**src/rtl/bcd_dec_pkg.sv**
```systemverilog
// Shared types and constants for the BCD one-hot decoder with hold/gap timing.
package bcd_dec_pkg;

    localparam logic [3:0]  BCD_MAX = 4'd9;
    localparam int unsigned DEC_W   = 10;
    localparam int unsigned CNT_W   = 8;

    typedef enum logic [1:0] {
        IDLE = 2'd0,
        HOLD = 2'd1,
        GAP  = 2'd2
    } state_e;

endpackage

```
**src/rtl/bcd_onehot.sv**
```systemverilog
// Combinational BCD to one-hot decimal mapping; illegal codes (10..15) give all-zero output.
module bcd_onehot
    import bcd_dec_pkg::*;
(
    input  logic [3:0]       bcd,
    output logic [DEC_W-1:0] dec,
    output logic             legal
);

    always_comb begin
        legal = (bcd <= BCD_MAX);
        dec   = legal ? (DEC_W'(1) << bcd) : '0;
    end

endmodule

```
**src/rtl/bcd_dec_hold.sv**
```systemverilog
// BCD decoder that holds each decoded digit for HOLD_CYCLES, then idles GAP_CYCLES.
// Optional macro BCD_DEC_ERR_STICKY_EN: err stays set from first illegal code until reset.
module bcd_dec_hold
    import bcd_dec_pkg::*;
#(
    parameter int unsigned HOLD_CYCLES = 4,
    parameter int unsigned GAP_CYCLES  = 1
) (
    input  logic             clk,
    input  logic             reset,
    input  logic [3:0]       bcd_in,
    input  logic             gs_in,
    output logic             ready,
    output logic [DEC_W-1:0] D,
    output logic             d_valid,
    output logic             err
);

    // Counter reloads with (cycles - 1) so it reaches zero on the last cycle of the phase.
    localparam logic [CNT_W-1:0] HOLD_LOAD = CNT_W'(HOLD_CYCLES - 1);
    localparam logic [CNT_W-1:0] GAP_LOAD  = (GAP_CYCLES == 0) ? '0 : CNT_W'(GAP_CYCLES - 1);

    state_e           state_q, state_d;
    logic [CNT_W-1:0] cnt_q, cnt_d;
    logic [DEC_W-1:0] d_q, d_d;
    logic             d_valid_q, d_valid_d;
    logic             err_q, err_d;
    logic             ready_q, ready_d;

    logic [DEC_W-1:0] dec;
    logic             legal;
    logic             xfer;

    bcd_onehot u_onehot (
        .bcd   (bcd_in),
        .dec   (dec),
        .legal (legal)
    );

    assign xfer = gs_in & ready_q;

    always_comb begin
        state_d   = state_q;
        cnt_d     = cnt_q;
        d_d       = d_q;
        d_valid_d = d_valid_q;
`ifdef BCD_DEC_ERR_STICKY_EN
        err_d     = err_q;
`else
        err_d     = 1'b0;
`endif
        unique case (state_q)
            IDLE: begin
                if (xfer) begin
                    if (legal) begin
                        state_d   = HOLD;
                        cnt_d     = HOLD_LOAD;
                        d_d       = dec;
                        d_valid_d = 1'b1;
                    end else begin
                        err_d = 1'b1;
                    end
                end
            end
            HOLD: begin
                if (cnt_q == '0) begin
                    d_d       = '0;
                    d_valid_d = 1'b0;
                    cnt_d     = GAP_LOAD;
                    state_d   = (GAP_CYCLES == 0) ? IDLE : GAP;
                end else begin
                    cnt_d = cnt_q - 1'b1;
                end
            end
            GAP: begin
                if (cnt_q == '0) begin
                    state_d = IDLE;
                end else begin
                    cnt_d = cnt_q - 1'b1;
                end
            end
            default: begin
                state_d   = IDLE;
                cnt_d     = '0;
                d_d       = '0;
                d_valid_d = 1'b0;
            end
        endcase
        // Registered so ready stays low for the first cycle after reset releases.
        ready_d = (state_d == IDLE);
    end

    always_ff @(posedge clk) begin
        if (reset) begin
            state_q   <= IDLE;
            cnt_q     <= '0;
            d_q       <= '0;
            d_valid_q <= 1'b0;
            err_q     <= 1'b0;
            ready_q   <= 1'b0;
        end else begin
            state_q   <= state_d;
            cnt_q     <= cnt_d;
            d_q       <= d_d;
            d_valid_q <= d_valid_d;
            err_q     <= err_d;
            ready_q   <= ready_d;
        end
    end

    assign D       = d_q;
    assign d_valid = d_valid_q;
    assign err     = err_q;
    assign ready   = ready_q;

endmodule

```
**config.mk**
```make
export PLATFORM = sky130hd
export DESIGN_NAME = bcd_dec_hold
export DESIGN_NICKNAME = d
export VERILOG_FILES = /design/src/rtl/bcd_dec_pkg.sv /design/src/rtl/bcd_onehot.sv /design/src/rtl/bcd_dec_hold.sv
export SDC_FILE = /design/constraint.sdc
export NUM_CORES = 1
export LEC_CHECK = 0
export CORE_MARGIN = 2
export CORE_UTILIZATION = 25
export DETAILED_ROUTE_END_ITERATION = 8
export SLEW_MARGIN = 30
export SYNTH_ARGS = -nofsm -noshare
export SYNTH_HDL_FRONTEND = slang
export SYNTH_SLANG_ARGS = --single-unit
```
**constraint.sdc**
```tcl
create_clock -name clk -period 5.3 [get_ports clk]
set_clock_uncertainty 0.15 [all_clocks]
set_input_delay 0.795 -clock clk [delete_from_list [all_inputs] [get_ports clk]]
set_output_delay 0.795 -clock clk [all_outputs]
set_load 0.005 [all_outputs]
```
==> results.cfg <==
[outcome]
run_status = finished, final reports clean

[synth]
synth-seq-cells = 23
synth_warnings = 0
synth.area.mux_share_pct = 0.907
ys.flop_type = dfxtp_1
synth_compound_area_share_pct = 28.0
synth_xor_area_share_pct = 0
syn_inst = 116
yosys.area_share.simple_pct = 22.0
synth.distinct_cells = 38
synthesis.area_sq_um = 1100
syn_nets = 125
syn_avg_cell_area_sq_um = 9.51
ys_seq_area_share_pct = 41.7
synth_top_family_by_area = compound AO/OA/AOI/OAI gates
ys_async_sr_fraction_pct = 0
synth-edff-count = 0
synthAdderAreaFrac_pct = 2.27

[sta]
timing.final.crit_share_pct = 48.5
worst_pin_slew_ns = 0.555
relSlewSlack_pct = 62.6
drv_slew = 0
setup_tns_ns = 0
min_period_ns = 2.57
setup_violations = 0
hold_viol = 0
hold_ws_ns = 0.324
rsz0062_at_grt = false
max_freq_mhz = 389

[worst_setup_path]
crit_path_end = D[7]
worstSetupEndpointType = flip-flop
required_ns = 5.36
setup.worst_path.start = bcd_in[1]
worstReg2RegEnd = D[4]
reg2regPathDepth = 6
start_kind = input pin
path_class = input pin to flip-flop
worst-path-max-fanout = 5
crit_arrival_ns = 2.63
regToRegStartpoint = cnt_q[0]
reg2reg_slack_ns = 3.16

[floorplanning]
dieHeight_microns = 70.4
core_area_sq_um = 4290
rows = 24
die_x_microns = 70.4
die_area_sq_um = 4960
start_util_pct = 25.7
io_pins = 20

[clocking]
cts_setup_buffers = 0
root_buffer = clkbuf_8
post_cts_resized = 0
cts_made_buffers = 3
clock_path_buffers = 2
clock_latency_ns = 0.26
clock_sinks = 23
h-tree-depth = 1
holdBufCountCts = 0
path_clk_slew_ns = 0.08
cts_tree = built

[cells_and_area]
nNetsFinal = 143
layout.cells.non_filler = 185
nFillCells = 456
layout-drive-gt1-share_pct = 8.27
final_common_cell = dfxtp_1
layout_common_cells = 23 x dfxtp_1, 19 x clkdlybuf4s50_1, 11 x a21oi_1
diodes = 0
fin_util_pct = 31.9
final_cell_area_sq_um = 1370
synthToLayoutAreaGrowth_pct = 24.3
seqCellArea_sq_um = 460
multiInputGateArea_sq_um = 587

[placement]
place_congestion = 0.773
io_buffers = 19
dp.cells = 181
hpwl_microns = 1790
post_dp_cell_area_sq_um = 1330

[route]
first_pass_iters = 4
drtAntennaViolNets = 0
viasPerCell = 5.26
wl_met1_microns = 1180
routed.top_layer = met4
routed_wl_microns = 2390
vias = 973
dr_wl_met2_microns = 1090
drt_first_iter_violations = 22
drc = 0
met3_length_microns = 91
wire_per_inst_microns = 12.9

[global_route]
antenna_found_initial = 0
grt_use_total_pct = 9.74
grt_pass1_vias = 888
grt_overflow_total = 0
grt_pass1_wl_microns = 4020
grt_max_degree = 14

[power_and_ir_drop]
p_per_area_nw_per_um2 = 365
power.leakage_uw = 0.000466
vdd_ir_drop_max_uv = 174

[run]
maxCapViolCount = 0

[worst_hold_path]
min_path_type = flip-flop to flip-flop
## cell type report
class | count | share of cell area, %
repair buffers | 19 | 13.9
flip-flops and latches | 23 | 33.6
well taps | 52 | 4.74
clock inverters | 1 | 0.365
multi-input cells | 81 | 42.8
clock buffers | 3 | 3.01
inverters | 6 | 1.64
## sequential cells by signal (all words and copies together) (netlist names)
name and flops:
D 10, cnt_q 8, state_q 2, d_valid 1, err 1, ready 1
## worst min path at each step
stage	start	to	slack, ns	cells after the start
global route	D[0]	D[0]	0.35	1
CTS	d_valid	d_valid	0.33	2
floorplan	cnt_q[7]	cnt_q[7]	0.31	2
detailed placement	D[0]	D[0]	0.31	1
global placement	D[3]	D[3]	0.31	1
finish	D[3]	D[3]	0.32	1
## synthesized netlist by cell type, drive strengths merged (3+ instances only)
cell type / n / share of area [%]
dfxtp: 23 / 42
a21oi: 11 / 5.0
a22o: 8 / 6.3
inv: 6 / 2.0
o21ai: 6 / 2.7
o31ai: 5 / 3.4
or4: 5 / 3.4
buf: 4 / 2.4
nand4: 4 / 2.3
nor2: 4 / 1.4
nor3: 4 / 1.8
nor3b: 4 / 3.2
nor2b: 3 / 1.7
## where the power goes
| part | leakage (uW) | switching, uW | internal (uW) | total [uW] |
|---|---|---|---|---|
| sequential | 0.000187 | 25.4 | 193 | 218 |
| clock | 0.0000255 | 56.0 | 52.4 | 108 |
| combinational | 0.000253 | 98.4 | 75.8 | 174 |
## metal layers
layer / track usage, % / vias up
li1: - / 489
met1: 13.6 / 459
met2: 15.0 / 21
met3: 1.73 / 4
met4: 3.42 / 0
met5: 0 / -
## per-stage QoR
stage / total power (uW) / worst slack [ns]
5_1_grt: 539 / 2.53
3_3_place_gp: 389 / 2.45
2_1_floorplan: 354 / 3.16
4_1_cts: 505 / 2.70
6_report: 501 / 2.73
3_5_place_dp: 395 / 2.43
## cells by family after synthesis
group,after synthesis
AO/OA/AOI/OAI,43
adder cells (fa/ha/maj),2
buffers and inverters,12
flip-flops,23
multiplexers,1
AND/OR/NAND/NOR,35
## critical path, cell delays in order
cell,delay [ns]
clkdlybuf4s50_1,0.47
o21ai_0,0.32
nand4_1,0.25
nor3b_1,0.54
a32o_1,0.25
No activity file was read; power rests on OpenSTA's default activity.
